File: src/rtl/dsa_uart_pkg.sv
// dsa_uart_pkg: command codes, response bytes, FSM states and STATUS layout
package dsa_uart_pkg;
  localparam logic [7:0] CMD_CONFIG   = 8'h01;
  localparam logic [7:0] CMD_WRITE    = 8'h02;
  localparam logic [7:0] CMD_READ     = 8'h03;
  localparam logic [7:0] CMD_START    = 8'h04;
  localparam logic [7:0] CMD_STATUS   = 8'h05;
  localparam logic [7:0] CMD_COUNTER  = 8'h06;
  localparam logic [7:0] CMD_SET_ADDR = 8'h07;
  localparam logic [7:0] CMD_RESET    = 8'h08;
  localparam logic [7:0] ACK = 8'hAA;
  localparam logic [7:0] NAK = 8'hFF;
  localparam int ST_BUSY  = 0;
  localparam int ST_READY = 1;
  localparam int ST_ERROR = 2;
  localparam int ST_FERR  = 3;
  localparam int ST_PROG  = 16;
  typedef enum logic [3:0] {
    S_IDLE, S_LEN, S_PAYLOAD, S_WR_DATA, S_CHK, S_EXEC,
    S_SEND_ACK, S_SEND_NAK, S_SEND_RESP, S_RD_REQ, S_RD_WAIT, S_RD_SEND
  } state_e;
  function automatic logic known_cmd(input logic [7:0] c);
    return c >= CMD_CONFIG && c <= CMD_RESET;
  endfunction
  function automatic logic rx_state(input state_e s);
    return s inside {S_LEN, S_PAYLOAD, S_WR_DATA, S_CHK};
  endfunction
endpackage

File: src/rtl/dsa_uart_cmd_engine_if.sv
// dsa_uart_cmd_engine_if: UART byte streams plus byte-wide memory port
interface dsa_uart_cmd_engine_if #(parameter int ADDR_W = 18);
  logic              rx_valid;
  logic [7:0]        rx_data;
  logic              tx_valid;
  logic [7:0]        tx_data;
  logic              tx_ready;
  logic              mem_we;
  logic              mem_re;
  logic [ADDR_W-1:0] mem_addr;
  logic [7:0]        mem_wdata;
  logic [7:0]        mem_rdata;
  modport master (input rx_valid, rx_data, tx_ready, mem_rdata,
                  output tx_valid, tx_data, mem_we, mem_re, mem_addr, mem_wdata);
  modport slave  (output rx_valid, rx_data, tx_ready, mem_rdata,
                  input tx_valid, tx_data, mem_we, mem_re, mem_addr, mem_wdata);
endinterface

File: src/rtl/dsa_uart_frame_timer.sv
// dsa_uart_frame_timer: inter-byte idle down-counter, reloaded on clear or while disabled
module dsa_uart_frame_timer #(parameter int TIMEOUT_CYC = 500000) (
  input  logic clk,
  input  logic rst,
  input  logic en,
  input  logic clr,
  output logic expired
);
  localparam int W = $clog2(TIMEOUT_CYC + 1);
  logic [W-1:0] cnt_q, cnt_d;
  // reload on every received byte or outside receive states, otherwise count down to zero
  always_comb cnt_d = (clr || !en) ? W'(TIMEOUT_CYC - 1) : (cnt_q != '0 ? cnt_q - W'(1) : cnt_q);
  assign expired = en && !clr && cnt_q == '0;
  // counter register
  always_ff @(posedge clk or posedge rst)
    if (rst) cnt_q <= W'(TIMEOUT_CYC - 1);
    else cnt_q <= cnt_d;
endmodule

File: src/rtl/dsa_uart_cmd_engine.sv
// dsa_uart_cmd_engine: framed UART command decoder driving dsa_top config, memory bursts and status readback
module dsa_uart_cmd_engine import dsa_uart_pkg::*; #(
  parameter int ADDR_W      = 18,
  parameter int LEN_W       = 16,
  parameter int NUM_CNT     = 4,
  parameter int TIMEOUT_CYC = 500000
) (
  input  logic                 clk,
  input  logic                 rst,
  dsa_uart_cmd_engine_if.master bus,
  output logic                 dsa_start,
  output logic                 dsa_soft_rst,
  output logic                 dsa_mode_simd,
  output logic [9:0]           dsa_img_width_in,
  output logic [9:0]           dsa_img_height_in,
  output logic [7:0]           dsa_scale_factor,
  input  logic                 dsa_busy,
  input  logic                 dsa_ready,
  input  logic                 dsa_error,
  input  logic [15:0]          dsa_progress,
  input  logic [NUM_CNT*32-1:0] cnt_bus,
  output logic                 frame_err
);
  localparam logic [2:0] LEN_B = 3'(LEN_W / 8);
  state_e            state_q, state_d;
  logic [7:0]        cmd_q, cmd_d, chk_q, chk_d, wdata_q, wdata_d, scale_q, scale_d;
  logic [31:0]       pay_q, pay_d, resp_q, resp_d;
  logic [2:0]        bcnt_q, bcnt_d, need;
  logic [LEN_W-1:0]  rem_q, rem_d;
  logic [ADDR_W-1:0] addr_q, addr_d;
  logic [9:0]        width_q, width_d, height_q, height_d;
  logic              ok_q, ok_d, we_q, we_d, start_q, start_d, srst_q, srst_d;
  logic              simd_q, simd_d, ferr_q, ferr_d, tmo;

  dsa_uart_frame_timer #(.TIMEOUT_CYC(TIMEOUT_CYC)) u_timer (
    .clk(clk), .rst(rst), .en(rx_state(state_q)), .clr(bus.rx_valid), .expired(tmo)
  );

  assign need = cmd_q == CMD_COUNTER ? 3'd1 : state_q == S_LEN ? LEN_B : 3'd4;

  // frame parsing, command execution and response sequencing
  always_comb begin
    state_d = state_q;
    cmd_d = cmd_q;
    chk_d = chk_q;
    pay_d = pay_q;
    bcnt_d = bcnt_q;
    rem_d = rem_q;
    ok_d = ok_q;
    resp_d = resp_q;
    addr_d = we_q ? addr_q + 1'b1 : addr_q;
    we_d = 1'b0;
    wdata_d = wdata_q;
    start_d = 1'b0;
    srst_d = 1'b0;
    simd_d = simd_q;
    width_d = width_q;
    height_d = height_q;
    scale_d = scale_q;
    ferr_d = ferr_q;
    unique case (state_q)
      S_IDLE: if (bus.rx_valid) begin
        cmd_d = bus.rx_data;
        chk_d = bus.rx_data;
        bcnt_d = '0;
        pay_d = '0;
        ferr_d = ferr_q | !known_cmd(bus.rx_data);
        state_d = !known_cmd(bus.rx_data) ? S_SEND_NAK
                : bus.rx_data inside {CMD_WRITE, CMD_READ} ? S_LEN
                : bus.rx_data inside {CMD_CONFIG, CMD_SET_ADDR, CMD_COUNTER} ? S_PAYLOAD : S_CHK;
      end
      S_LEN, S_PAYLOAD: if (bus.rx_valid) begin
        chk_d = chk_q ^ bus.rx_data;
        pay_d = {bus.rx_data, pay_q[31:8]};
        bcnt_d = bcnt_q + 3'd1;
        rem_d = state_q == S_LEN ? pay_d[31 -: LEN_W] : rem_q;
        if (bcnt_d == need)
          state_d = (state_q == S_LEN && cmd_q == CMD_WRITE && rem_d != '0) ? S_WR_DATA : S_CHK;
      end
      S_WR_DATA: if (bus.rx_valid) begin
        chk_d = chk_q ^ bus.rx_data;
        we_d = 1'b1;
        wdata_d = bus.rx_data;
        rem_d = rem_q - 1'b1;
        state_d = rem_q == LEN_W'(1) ? S_CHK : S_WR_DATA;
      end
      S_CHK: if (bus.rx_valid) begin
        ok_d = chk_q == bus.rx_data;
        state_d = S_EXEC;
      end
      S_EXEC: begin
        state_d = S_SEND_ACK;
        bcnt_d = '0;
        if (!ok_q) begin
          state_d = S_SEND_NAK;
          ferr_d = 1'b1;
        end else if (cmd_q == CMD_CONFIG) begin
          width_d = pay_q[31:22];
          height_d = pay_q[21:12];
          scale_d = pay_q[11:4];
          simd_d = pay_q[0];
        end else if (cmd_q == CMD_SET_ADDR) begin
          addr_d = pay_q[ADDR_W-1:0];
        end else if (cmd_q == CMD_START) begin
          state_d = dsa_busy ? S_SEND_NAK : S_SEND_ACK;
          start_d = !dsa_busy;
        end else if (cmd_q == CMD_STATUS) begin
          resp_d = '0;
          resp_d[ST_PROG +: 16] = dsa_progress;
          resp_d[ST_FERR] = ferr_q;
          resp_d[ST_ERROR] = dsa_error;
          resp_d[ST_READY] = dsa_ready;
          resp_d[ST_BUSY] = dsa_busy;
        end else if (cmd_q == CMD_COUNTER) begin
          state_d = 32'(pay_q[31:24]) >= NUM_CNT ? S_SEND_NAK : S_SEND_ACK;
          resp_d = 32'(cnt_bus >> {pay_q[31:24], 5'd0});
        end else if (cmd_q == CMD_RESET) begin
          srst_d = 1'b1;
          ferr_d = 1'b0;
        end
      end
      S_SEND_ACK: if (bus.tx_ready)
        state_d = cmd_q inside {CMD_STATUS, CMD_COUNTER} ? S_SEND_RESP
                : (cmd_q == CMD_READ && rem_q != '0) ? S_RD_REQ : S_IDLE;
      S_SEND_NAK: if (bus.tx_ready) state_d = S_IDLE;
      S_SEND_RESP: if (bus.tx_ready) begin
        resp_d = resp_q >> 8;
        bcnt_d = bcnt_q + 3'd1;
        state_d = bcnt_q == 3'd3 ? S_IDLE : S_SEND_RESP;
      end
      S_RD_REQ: state_d = S_RD_WAIT;
      S_RD_WAIT: begin
        resp_d = {24'h0, bus.mem_rdata};
        state_d = S_RD_SEND;
      end
      S_RD_SEND: if (bus.tx_ready) begin
        addr_d = addr_q + 1'b1;
        rem_d = rem_q - 1'b1;
        state_d = rem_q == LEN_W'(1) ? S_IDLE : S_RD_REQ;
      end
      default: state_d = S_IDLE;
    endcase
    if (tmo) begin
      state_d = S_SEND_NAK;
      ferr_d = 1'b1;
    end
    if (bus.rx_valid && state_q != S_IDLE && !rx_state(state_q)) ferr_d = 1'b1;
  end

  // state and datapath registers
  always_ff @(posedge clk or posedge rst)
    if (rst) begin
      state_q <= S_IDLE;
      cmd_q <= '0;
      chk_q <= '0;
      pay_q <= '0;
      bcnt_q <= '0;
      rem_q <= '0;
      ok_q <= 1'b0;
      resp_q <= '0;
      addr_q <= '0;
      we_q <= 1'b0;
      wdata_q <= '0;
      start_q <= 1'b0;
      srst_q <= 1'b0;
      simd_q <= 1'b0;
      width_q <= '0;
      height_q <= '0;
      scale_q <= 8'h80;
      ferr_q <= 1'b0;
    end else begin
      state_q <= state_d;
      cmd_q <= cmd_d;
      chk_q <= chk_d;
      pay_q <= pay_d;
      bcnt_q <= bcnt_d;
      rem_q <= rem_d;
      ok_q <= ok_d;
      resp_q <= resp_d;
      addr_q <= addr_d;
      we_q <= we_d;
      wdata_q <= wdata_d;
      start_q <= start_d;
      srst_q <= srst_d;
      simd_q <= simd_d;
      width_q <= width_d;
      height_q <= height_d;
      scale_q <= scale_d;
      ferr_q <= ferr_d;
    end

  assign bus.tx_valid = state_q inside {S_SEND_ACK, S_SEND_NAK, S_SEND_RESP, S_RD_SEND};
  assign bus.tx_data = state_q == S_SEND_ACK ? ACK : state_q == S_SEND_NAK ? NAK : resp_q[7:0];
  assign bus.mem_re = state_q == S_RD_REQ;
  assign bus.mem_we = we_q;
  assign bus.mem_addr = addr_q;
  assign bus.mem_wdata = wdata_q;
  assign dsa_start = start_q;
  assign dsa_soft_rst = srst_q;
  assign dsa_mode_simd = simd_q;
  assign dsa_img_width_in = width_q;
  assign dsa_img_height_in = height_q;
  assign dsa_scale_factor = scale_q;
  assign frame_err = ferr_q;
endmodule

File: src/flat_wrapper.sv
// flat-port wrapper written by rule: the top's interface ports become plain ports
module dsa_uart_cmd_engine_flat import dsa_uart_pkg::*;
#(
  parameter int ADDR_W      = 18,
  parameter int LEN_W       = 16,
  parameter int NUM_CNT     = 4,
  parameter int TIMEOUT_CYC = 500000
)
  (clk, rst, dsa_start, dsa_soft_rst, dsa_mode_simd, dsa_img_width_in, dsa_img_height_in, dsa_scale_factor, dsa_busy, dsa_ready, dsa_error, dsa_progress, cnt_bus, frame_err, bus_rx_valid, bus_rx_data, bus_tx_ready, bus_mem_rdata, bus_tx_valid, bus_tx_data, bus_mem_we, bus_mem_re, bus_mem_addr, bus_mem_wdata);
  dsa_uart_cmd_engine_if #(.ADDR_W(ADDR_W)) bus_i ();
  input  logic clk;
  input  logic rst;
  output logic dsa_start;
  output logic dsa_soft_rst;
  output logic dsa_mode_simd;
  output logic [9:0] dsa_img_width_in;
  output logic [9:0] dsa_img_height_in;
  output logic [7:0] dsa_scale_factor;
  input  logic dsa_busy;
  input  logic dsa_ready;
  input  logic dsa_error;
  input  logic [15:0] dsa_progress;
  input  logic [NUM_CNT*32-1:0] cnt_bus;
  output logic frame_err;
  input wire logic [$bits(bus_i.rx_valid)-1:0] bus_rx_valid;
  input wire logic [$bits(bus_i.rx_data)-1:0] bus_rx_data;
  input wire logic [$bits(bus_i.tx_ready)-1:0] bus_tx_ready;
  input wire logic [$bits(bus_i.mem_rdata)-1:0] bus_mem_rdata;
  output wire logic [$bits(bus_i.tx_valid)-1:0] bus_tx_valid;
  output wire logic [$bits(bus_i.tx_data)-1:0] bus_tx_data;
  output wire logic [$bits(bus_i.mem_we)-1:0] bus_mem_we;
  output wire logic [$bits(bus_i.mem_re)-1:0] bus_mem_re;
  output wire logic [$bits(bus_i.mem_addr)-1:0] bus_mem_addr;
  output wire logic [$bits(bus_i.mem_wdata)-1:0] bus_mem_wdata;
  assign bus_i.rx_valid = bus_rx_valid;
  assign bus_i.rx_data = bus_rx_data;
  assign bus_i.tx_ready = bus_tx_ready;
  assign bus_i.mem_rdata = bus_mem_rdata;
  assign bus_tx_valid = bus_i.tx_valid;
  assign bus_tx_data = bus_i.tx_data;
  assign bus_mem_we = bus_i.mem_we;
  assign bus_mem_re = bus_i.mem_re;
  assign bus_mem_addr = bus_i.mem_addr;
  assign bus_mem_wdata = bus_i.mem_wdata;
  dsa_uart_cmd_engine #(.ADDR_W(ADDR_W), .LEN_W(LEN_W), .NUM_CNT(NUM_CNT), .TIMEOUT_CYC(TIMEOUT_CYC)) u_core (.clk(clk), .rst(rst), .bus(bus_i), .dsa_start(dsa_start), .dsa_soft_rst(dsa_soft_rst), .dsa_mode_simd(dsa_mode_simd), .dsa_img_width_in(dsa_img_width_in), .dsa_img_height_in(dsa_img_height_in), .dsa_scale_factor(dsa_scale_factor), .dsa_busy(dsa_busy), .dsa_ready(dsa_ready), .dsa_error(dsa_error), .dsa_progress(dsa_progress), .cnt_bus(cnt_bus), .frame_err(frame_err));
endmodule
File: config.mk
export PLATFORM = sky130hd
export DESIGN_NAME = dsa_uart_cmd_engine_flat
export DESIGN_NICKNAME = d
export VERILOG_FILES = /design/src/rtl/dsa_uart_pkg.sv /design/src/rtl/dsa_uart_cmd_engine_if.sv /design/src/rtl/dsa_uart_frame_timer.sv /design/src/rtl/dsa_uart_cmd_engine.sv /design/src/flat_wrapper.sv
export SDC_FILE = /design/constraint.sdc
export NUM_CORES = 1
export LEC_CHECK = 0
export CAP_MARGIN = 15
export CORE_ASPECT_RATIO = 1.1
export CORE_MARGIN = 2
export CORE_UTILIZATION = 53
export CTS_CLUSTER_DIAMETER = 200
export DETAILED_ROUTE_END_ITERATION = 10
export DONT_BUFFER_PORTS = 1
export PLACE_DENSITY = 0.68
export SYNTH_ARGS = -nofsm -noshare
export SYNTH_HDL_FRONTEND = slang
export SYNTH_SLANG_ARGS = --single-unit
export TNS_END_PERCENT = 50
File: constraint.sdc
create_clock -name clk -period 9.2 [get_ports clk]
set_input_delay 1.84 -clock clk [delete_from_list [all_inputs] [get_ports clk]]
set_output_delay 1.84 -clock clk [all_outputs]
set_load 0.02 [all_outputs]
==> run_results.csv, run 1 <==
group,metric,value,unit
run_status,status,"completed",
cells_and_area,n_fill_cell,1726,
clock_network,htree_levels,4,
routing,drt_iter0_markers,1001,
floorplanning,die_h,152,um
sta,skew,0.0100,ns
global_route,grt_max_degree,116,
logic_synthesis,ys_warn_count,0,
clock_network,ctsHoldBuffers,0,
sta,fmaxAchievable,240,MHz
global_route,grt_pass1_wl,45900,um
clock_network,cts_setup_buffers,0,
routing,detail_route.wl_per_cell,22.4,um
cells_and_area,nNetsFinal,1210,
cells_and_area,register_area,0.00457,sq mm
floorplanning,io_pins,236,
sta,setup_viol,0,
sta,fin_crit,4.17,ns
cells_and_area,drive_gt1_share,14.1,%
sta,report.final.slew_viol_count,0,
setup_path,critPathArrivalTime,2.33,ns
routing,ant_nets,0,
logic_synthesis,ys_top_cells_by_count,"dfrtp_1 (170), nand2_1 (149), nor2_1 (96)",
logic_synthesis,ys_seq_area_share,43.2,%
sta,slew_headroom,22.9,%
floorplanning,design.core.area,0.0197,sq mm
placement,placed_cells,1269,
logic_synthesis,avgSynthCellArea,9.71,sq um
global_route,grt_overflow,0,
routing,drt_pass1_iterations,8,
setup_path,cp_slowest_cell,"dfrtp_1",
pwr,p_clk_share,23.4,%
logic_synthesis,synth_cell_types,81,
global_route,grt_pass1_vias,8013,
pwr,internal_power,0.00193,W
job,cap_violations,0,
clock_network,cts_resized,0,
logic_synthesis,yosys_most_used_dff,"dfrtp_1",
hold_path,hp-start,"u_core.resp_q[25]",
logic_synthesis,async_flop_share,100,%
routing,wl_met1,13100,um
global_route,antenna_found_initial,4,
global_route,track_usage,27.4,%
sta,hold_violations,0,
floorplanning,die_w,139,um
sta,worst_hold_slack,0.480,ns
clock_network,clock_sinks,182,
setup_path,critPathCaptureType,"primary output",
routing,wirelength,29200,um
routing,vias,8560,
logic_synthesis,synth_cells,1088,
logic_synthesis,syn_nets,1261,
setup_path,critPathRequiredTime,7.36,ns
logic_synthesis,synth.area.top_cells,"dfrtp_1 (40%), mux4_2 (6.8%), nand2_1 (5.3%)",
placement,gp_congestion,0.904,
clock_network,cts_tree,"done",
logic_synthesis,syn_area,0.0106,sq mm
sta,tightest_slew,1.15,ns
routing,wl_met2,13500,um
setup_path,crit_chain,"nor2b_1 -> nand2_1 -> nand2b_1",
placement,io_buffers,0,
setup_path,cp-startpoint,"u_core.state_q[2]",
pwr,combPwrFrac,36.6,%
routing,top_layer,"met5",
setup_path,slowest_delay,0.82,ns
clock_network,clkLatencyLatePin,0.44,ns
pwr,switchingPower,0.00138,W
cells_and_area,multiInputGateArea,0.00562,sq mm
logic_synthesis,synth_top_area_share,40.3,%
clock_network,clockBufferDepth,2,
floorplanning,start_util,53.6,%
pwr,ir_drop,0.000181,V
logic_synthesis,synth_edf_count,0,
logic_synthesis,ys_ff_latch,182,
hold_path,hp-class,"reg -> reg",
pwr,pwr-share-seq,40.1,%
sta,fin_tns_setup,0,ns
setup_path,rr_startpoint,"u_core.state_q[2]",
clock_network,cts_buffers,17,
pwr,leakage,4.51,nW
routing,route.detailed.drc,0,
setup_path,crit_type,"reg -> out",
logic_synthesis,synth_most_common_cell,"dfrtp_1",
placement,dp.final_hpwl,20500,um
cells_and_area,final_cells,1303,
clock_network,root_buffer,"clkbuf_16",
routing,via_per_inst,6.57,
pwr,p_sw_share,41.7,%
sta,fin_crit_sh,45.3,%
cells_and_area,syn2layout_area_growth,6.67,%
logic_synthesis,synth_area_leader_cell,"dfrtp_1",
floorplanning,rows,54,
pwr,powerDensity,294,mW/mm^2
floorplanning,die-area,0.0211,sq mm
setup_path,startpoint_type,"flip-flop",
setup_path,crit_fanout,24,
sta,grt_setup_unrepaired,"no",
clock_network,path_clk_slew,0.07,ns
routing,routed-wl-met3,2080,um
logic make-up after synthesis:
kind of cell / Yosys count / share of synthesized area, %
muxes: 83 / 12.2
and+or+nand+nor: 406 / 19.4
DFF: 182 / 43.2
AOI/OAI and AO/OA: 267 / 16.8
adders and majority gates: 6 / 0.710
buffers and inverters: 98 / 3.81
xor gates and xnor gates: 46 / 3.81
power by group through the flow:
stage / Clock, W / Combinational (W) / Sequential, W
after CTS: 0.000786 / 0.00121 / 0.00132
after global placement: 0 / 0.00118 / 0.00133
final: 0.000773 / 0.00121 / 0.00133
after global routing: 0.000818 / 0.00134 / 0.00136
after floorplan: 0 / 0.00105 / 0.00120
after detailed placement: 0 / 0.00120 / 0.00133
state kept, by name, indices dropped and copies added, names as in the netlist:
register and cells:
u_core.bus.mem_we 1, u_core.dsa_soft_rst 1, u_core.dsa_scale_factor 8, u_core.bus.mem_addr 18, u_core.dsa_mode_simd 1, u_core.chk_q 8, u_core.resp_q 32, u_core.bus.mem_wdata 8
u_core.rem_q 16, u_core.frame_err 1, u_core.dsa_img_height_in 10, u_core.pay_q 32, u_core.dsa_img_width_in 10, u_core.dsa_start 1, u_core.cmd_q 8, u_core.u_timer.cnt_q 19
u_core.ok_q 1, u_core.state_q 4, u_core.bcnt_q 3
final timing paths:
| check | to | slack, ns | cells past startpoint |
|---|---|---|---|
| worst min-delay path | u_core.resp_q[25] | 0.48 | 2 |
| min in group asynchronous | u_core.dsa_img_width_in[8] | 1.47 | 1 |
| max in group asynchronous | u_core.pay_q[30] | 6.21 | 2 |
| worst max register to register | u_core.resp_q[31] | 5.74 | 6 |
| worst min register to register | u_core.resp_q[25] | 0.48 | 2 |
| worst max-delay path | bus_tx_data[5] | 5.03 | 3 |
stage by stage:
step / cell area (sq um) / setup WS, ns / utilization, % / total power (W)
floorplan: 10600 / 2.44 / - / 0.00224
global placement: 10600 / 5.57 / 53.9 / 0.00251
detailed placement: 10600 / 5.53 / 53.9 / 0.00253
CTS: 11300 / 5.04 / 57.1 / 0.00331
global route: 11300 / 4.85 / 57.1 / 0.00352
finish: 11300 / 5.03 / 57.1 / 0.00331
critical path, delay by kind of cell, from the launching register on:
| kind | cells | cell delay [ns] |
|---|---|---|
| AND/OR/NAND/NOR | 3 | 1.06 |
| flip-flops | 1 | 0.82 |
layer usage:
metal,global-route usage [%],up-vias
met1,40.3,4234
met2,41.3,350
met3,6.56,46
met4,7.07,6
met5,0,-
li1,-,3924
placed cells by master, fill, tap and decap left out, types with 6 or more instances in the layout:
| master | netlist | routed |
|---|---|---|
| dfrtp_1 | 170 | 169 |
| nand2_1 | 149 | 149 |
| nor2_1 | 96 | 96 |
| o21ai_0 | 64 | 64 |
| a21oi_1 | 59 | 59 |
| mux2_2 | 35 | 35 |
| mux4_2 | 32 | 32 |
| xnor2_1 | 28 | 28 |
| nand3_1 | 23 | 23 |
| nor3_1 | 22 | 20 |
| nand4_1 | 19 | 19 |
| xor2_1 | 18 | 18 |
| inv_1 | 18 | 17 |
| clkbuf_16 | 0 | 17 |
| o21ai_1 | 16 | 15 |
| o31ai_1 | 14 | 14 |
| a22o_1 | 14 | 14 |
| a222oi_1 | 13 | 13 |
| a221oi_1 | 12 | 12 |
| and3_1 | 12 | 12 |
| dfstp_2 | 12 | 12 |
| nand2b_1 | 11 | 11 |
| a22oi_1 | 11 | 11 |
| nor2b_1 | 10 | 10 |
| mux2_1 | 10 | 10 |
| nor4_1 | 9 | 9 |
| buf_4 | 0 | 9 |
| a311oi_1 | 8 | 8 |
| nor3b_1 | 7 | 7 |
| a31oi_1 | 7 | 7 |
| and2_1 | 6 | 6 |
| mux2i_1 | 6 | 6 |
| ha_1 | 6 | 6 |
area by class of cell:
cell class | count | share of cell area [%]
Timing Repair Buffer | 10 | 0.644
Clock buffer | 18 | 3.81
Antenna cell | 1 | 0.0222
Tap cell | 252 | 2.80
Clock inverter | 14 | 1.71
Inverter | 18 | 0.644
Sequential cell | 182 | 40.6
Multi-Input combinational cell | 808 | 49.8
No activity file was read; power rests on OpenSTA's default activity.
==> run 2: changes to the inputs <==
==> constraint.sdc (replaced) <==
create_clock -name clk -period 4.2 [get_ports clk]
set_input_delay 0.84 -clock clk [delete_from_list [all_inputs] [get_ports clk]]
set_output_delay 0.84 -clock clk [all_outputs]
set_load 0.02 [all_outputs]
==> run_results.csv, run 2 (same netlist as run 1, synthesis figures left out) <==
group,metric,value,unit
job,cap_violations,0,
routing,routed-wl-met3,2280,um
global_route,track_usage,27.7,%
routing,top_layer,"met5",
routing,ant_nets,0,
global_route,grt_pass1_wl,46500,um
clock_network,clockBufferDepth,2,
placement,placed_cells,1277,
setup_path,r2r-end,"u_core.frame_err",
placement,gp_congestion,0.898,
cells_and_area,mostFrequentLayoutCell,"dfrtp_1",
sta,skew,0.00913,ns
routing,wl_met1,12900,um
clock_network,clkLatencyLatePin,0.44,ns
cells_and_area,final_cells,1313,
floorplanning,die_w,139,um
cells_and_area,largestRegisters,"u_core.pay_q: 32 flops, u_core.resp_q: 32 flops, u_core.u_timer.cnt_q: 19 flops",
placement,dp_slack,1.06,ns
sta,grt_setup_unrepaired,"no",
cells_and_area,syn2layout_area_growth,7.03,%
clock_network,cts_tree,"done",
global_route,grt_max_degree,70,
floorplanning,rows,54,
global_route,antenna_found_initial,4,
setup_path,critPathArrivalTime,2.45,ns
setup_path,critPathRequiredTime,3.36,ns
setup_path,startpoint_type,"flip-flop",
sta,tightest_slew,1.07,ns
floorplanning,die_h,152,um
routing,route.detailed.drc,0,
cells_and_area,nNetsFinal,1219,
cells_and_area,layout_common_cells,"dfrtp_1 (169), nand2_1 (149), nor2_1 (96)",
floorplanning,io_pins,236,
hold_path,hp-class,"in -> async",
sta,setup_slack,0.915,ns
setup_path,crit_fanout,24,
clock_network,path_clk_slew,0.08,ns
clock_network,root_buffer,"clkbuf_16",
routing,drt_iter0_markers,961,
sta,fin_tns_setup,0,ns
sta,hold_violations,0,
clock_network,ctsHoldBuffers,0,
sta,slew_headroom,28.6,%
global_route,grt_overflow,0,
placement,dp.final_hpwl,20900,um
setup_path,crit_type,"reg -> out",
global_route,grt_pass1_vias,8011,
pwr,ir_drop,0.000367,V
routing,detail_route.wl_per_cell,22.2,um
clock_network,htree_levels,4,
sta,worst_hold_slack,0.376,ns
clock_network,cts_buffers,17,
setup_path,cp-startpoint,"u_core.state_q[2]",
pwr,leakage,4.54,nW
sta,setup_viol,0,
sta,fin_crit,3.29,ns
setup_path,rr_startpoint,"u_core.state_q[2]",
pwr,powerDensity,630,mW/mm^2
routing,wirelength,29100,um
placement,io_buffers,0,
setup_path,endpoint,"bus_tx_data[3]",
clock_network,cts_setup_buffers,0,
routing,drt_pass1_iterations,9,
floorplanning,design.core.area,0.0197,sq mm
routing,vias,8590,
sta,report.final.slew_viol_count,0,
sta,fmaxAchievable,304,MHz
pwr,p_total,0.00712,W
clock_network,cts_resized,0,
setup_path,rrSetupSlack,1.36,ns
clock_network,clock_sinks,182,
routing,via_per_inst,6.54,
run_status,status,"completed",
floorplanning,die-area,0.0211,sq mm
floorplanning,start_util,53.6,%
setup_path,reg2reg_depth,6,
sta,fin_crit_sh,78.2,%
routing,wl_met2,13200,um
setup_path,critPathCaptureType,"primary output",
cells_and_area,drive_gt1_share,14.9,%
==> run 2: cell types whose count changed in the layout (fill, tap and decap cells not counted), moves of 2 or more <==
cell | previous run | this run
bufinv_16 | 3 | 0
clkbuf_8 | 0 | 2
buf_4 | 9 | 16
buf_12 | 0 | 2
==> run 2: worst min-delay path by stage <==
stage,from,end,depth (start not counted)
6_report,rst,u_core.bus.mem_addr[17],1
3_5_place_dp,u_core.resp_q[1],u_core.resp_q[1],2
2_1_floorplan,u_core.resp_q[1],u_core.resp_q[1],2
3_3_place_gp,u_core.resp_q[5],u_core.resp_q[5],2
4_1_cts,rst,u_core.bus.mem_addr[13],1
5_1_grt,rst,u_core.dsa_img_width_in[8],1
==> run 2: per-stage QoR <==
stage                     instance area, sq um  utilization, %
after global placement                   10700            54.4
after detailed placement                 10700            54.4
final                                    11300            57.3
after floorplan                          10600               -
after global routing                     11300            57.3
after CTS                                11300            57.2
==> run 2: power by group <==
part | switching [W] | total (W) | internal, W
combinational | 0.00148 | 0.00262 | 0.00114
clock | 0.000747 | 0.00156 | 0.000809
sequential | 0.000784 | 0.00295 | 0.00216
total | 0.00302 | 0.00712 | 0.00411
==> run 2: critical path: stages (launching register included) <==
cell,delay [ns]
dfrtp_1,0.86
nor2b_1,0.49
nand2_1,0.32
nand2b_1,0.33
==> run 2: area by class of cell <==
type                    count  area (sq um)
diodes                      2          5.00
clock buffers              19           453
clock inverters            13           111
fillers                  1714          8420
inverters                  18          71.3
multi-input cells         808          5620
flip-flops and latches    182          4570
well taps                 252           315
repair buffers             19           168
==> run 2: metal layers <==
metal / global-route usage [%] / vias to the layer above
met5: 0 / -
met4: 9.86 / 4
met3: 6.81 / 63
met2: 39.8 / 354
met1: 41.1 / 4230
li1: - / 3939
==> run 3: changes to the inputs <==
--- a/config.mk
+++ b/config.mk
@@ -12,7 +12,7 @@
 export CTS_CLUSTER_DIAMETER = 200
 export DETAILED_ROUTE_END_ITERATION = 10
 export DONT_BUFFER_PORTS = 1
-export PLACE_DENSITY = 0.68
+export PLACE_DENSITY = 0.71
 export SYNTH_ARGS = -nofsm -noshare
 export SYNTH_HDL_FRONTEND = slang
 export SYNTH_SLANG_ARGS = --single-unit
==> constraint.sdc (replaced) <==
create_clock -name clk -period 2.95 [get_ports clk]
set_input_delay 0.59 -clock clk [delete_from_list [all_inputs] [get_ports clk]]
set_output_delay 0.59 -clock clk [all_outputs]
set_load 0.02 [all_outputs]
==> run_results.csv, run 3 (same netlist as run 1, synthesis figures left out) <==
group,metric,value,unit
placement,gp_congestion,0.951,
placement,dp_slack,0.375,ns
clock_network,htree_levels,4,
sta,grt_setup_unrepaired,"no",
global_route,grt_overflow,0,
sta,tightest_slew,1.12,ns
cells_and_area,final_core_util,58.1,%
pwr,p_sw_share,41.5,%
cells_and_area,syn2layout_area_growth,8.55,%
clock_network,path_clk_slew,0.08,ns
sta,setup_slack,0.263,ns
hold_path,hp-class,"in -> async",
job,cap_violations,0,
clock_network,clockBufferDepth,2,
routing,wirelength,28900,um
clock_network,clkLatencyLatePin,0.44,ns
cells_and_area,drive_gt1_share,16.3,%
setup_path,startpoint_type,"flip-flop",
routing,drt_iter0_markers,1043,
routing,route.detailed.drc,0,
floorplanning,die_h,152,um
pwr,internal_power,0.00609,W
cells_and_area,mostFrequentLayoutCell,"dfrtp_1",
global_route,grt_pass1_wl,46300,um
sta,slew_headroom,24.7,%
clock_network,cts_setup_buffers,0,
pwr,p_total,0.0104,W
clock_network,cts_tree,"done",
setup_path,critPathRequiredTime,3.27,ns
run_status,status,"completed",
global_route,track_usage,27.4,%
routing,ant_nets,0,
placement,io_buffers,0,
floorplanning,start_util,53.6,%
placement,dp.final_hpwl,20800,um
floorplanning,rows,54,
sta,fmaxAchievable,372,MHz
sta,worst_hold_slack,0.172,ns
floorplanning,io_pins,236,
setup_path,crit_fanout,48,
routing,via_per_inst,6.50,
clock_network,root_buffer,"clkbuf_16",
clock_network,cts_resized,0,
sta,fin_tns_setup,0,ns
global_route,antenna_found_initial,1,
setup_path,cp_slowest_cell,"dfrtp_1",
pwr,switchingPower,0.00433,W
cells_and_area,nNetsFinal,1235,
setup_path,crit_type,"reg -> reg",
pwr,p_clk_share,22.2,%
floorplanning,die_w,139,um
cells_and_area,layout_common_cells,"dfrtp_1 (169), nand2_1 (149), nor2_1 (96)",
routing,vias,8631,
sta,fin_crit_sh,91.1,%
global_route,grt_max_degree,103,
pwr,leakage,4.64,nW
pwr,pwr-share-seq,39.5,%
sta,hold_violations,0,
sta,fin_crit,2.69,ns
setup_path,critPathArrivalTime,3.01,ns
routing,drt_pass1_iterations,8,
clock_network,clock_sinks,182,
global_route,grt_pass1_vias,8126,
sta,report.final.slew_viol_count,0,
sta,setup_viol,0,
cells_and_area,largestRegisters,"u_core.pay_q: 32 flops, u_core.resp_q: 32 flops, u_core.u_timer.cnt_q: 19 flops",
floorplanning,design.core.area,0.0197,sq mm
setup_path,critPathCaptureType,"flip-flop",
clock_network,ctsHoldBuffers,0,
pwr,powerDensity,909,mW/mm^2
clock_network,cts_buffers,17,
cells_and_area,antenna_cells,0,
pwr,ir_drop,0.000474,V
pwr,combPwrFrac,38.3,%
sta,skew,0.0132,ns
setup_path,crit_chain,"buf_4 -> and4bb_1 -> nand2_1 -> o31ai_1 -> o21ai_4 -> a221oi_1 -> nor2_1",
routing,detail_route.wl_per_cell,21.8,um
floorplanning,die-area,0.0211,sq mm
setup_path,slowest_delay,0.58,ns
[run 3: changes by cell type in the layout (fill, tap and decap cells not counted), sizes merged]
cell	change
bufinv	+2
buf	+17
diode	-2
clkinv	+3
inv	-3
clkbuf	-3
[run 3: path summary, 6_finish.rpt]
| check | from | to | slack, ns | cells after the start |
|---|---|---|---|---|
| setup / recovery | u_core.state_q[2] | u_core.resp_q[11] | 0.26 | 7 |
| hold / removal | rst | u_core.dsa_img_width_in[0] | 0.17 | 2 |
| setup reg to reg | u_core.state_q[2] | u_core.resp_q[11] | 0.26 | 7 |
| hold reg to reg | u_core.resp_q[30] | u_core.resp_q[30] | 0.48 | 2 |
| max in group asynchronous | rst | u_core.resp_q[9] | 2.27 | 2 |
| min in group clk | dsa_busy | u_core.dsa_start | 0.23 | 1 |
[run 3: power groups by stage]
| stage | clock [W] | combinational [W] | sequential, W |
|---|---|---|---|
| 2_1_floorplan | 0 | 0.00326 | 0.00373 |
| 3_3_place_gp | 0 | 0.00389 | 0.00412 |
| 3_5_place_dp | 0 | 0.00394 | 0.00415 |
| 4_1_cts | 0.00234 | 0.00395 | 0.00411 |
| 5_1_grt | 0.00246 | 0.00438 | 0.00424 |
| 6_report | 0.00232 | 0.00399 | 0.00412 |
[run 3: area by class of cell]
cell class	count	area, sq um
fillers	1732	8260
multi-input cells	808	5620
flip-flops and latches	182	4570
clock buffers	17	425
well taps	252	315
repair buffers	35	300
clock inverters	15	169
inverters	18	71.3
[run 3: layer usage]
layer	routed length [um]	vias up	part of all wire (%)	track usage, %
met3	2430	53	8.4	7.69
met4	639	2	2.2	8.08
li1	-	3978	-	-
met2	13400	380	46	41.6
met1	12400	4218	43	39.0
met5	13	-	0.045	0
[run 3: worst max-delay path, delay by kind of cell (launching register included)]
| family | cells | cell delay (ns) |
|---|---|---|
| buffers and inverters | 1 | 0.27 |
| AOI/OAI and AO/OA | 3 | 1.30 |
| and+or+nand+nor | 3 | 0.42 |
| DFF | 1 | 0.58 |
[run 3: per-stage QoR]
| step | cells | instance area (sq um) |
|---|---|---|
| after floorplan | 1088 | 10600 |
| after global placement | 1295 | 10900 |
| after global routing | 1327 | 11500 |
| after detailed placement | 1295 | 10900 |
| after CTS | 1327 | 11500 |
| final | 1327 | 11500 |
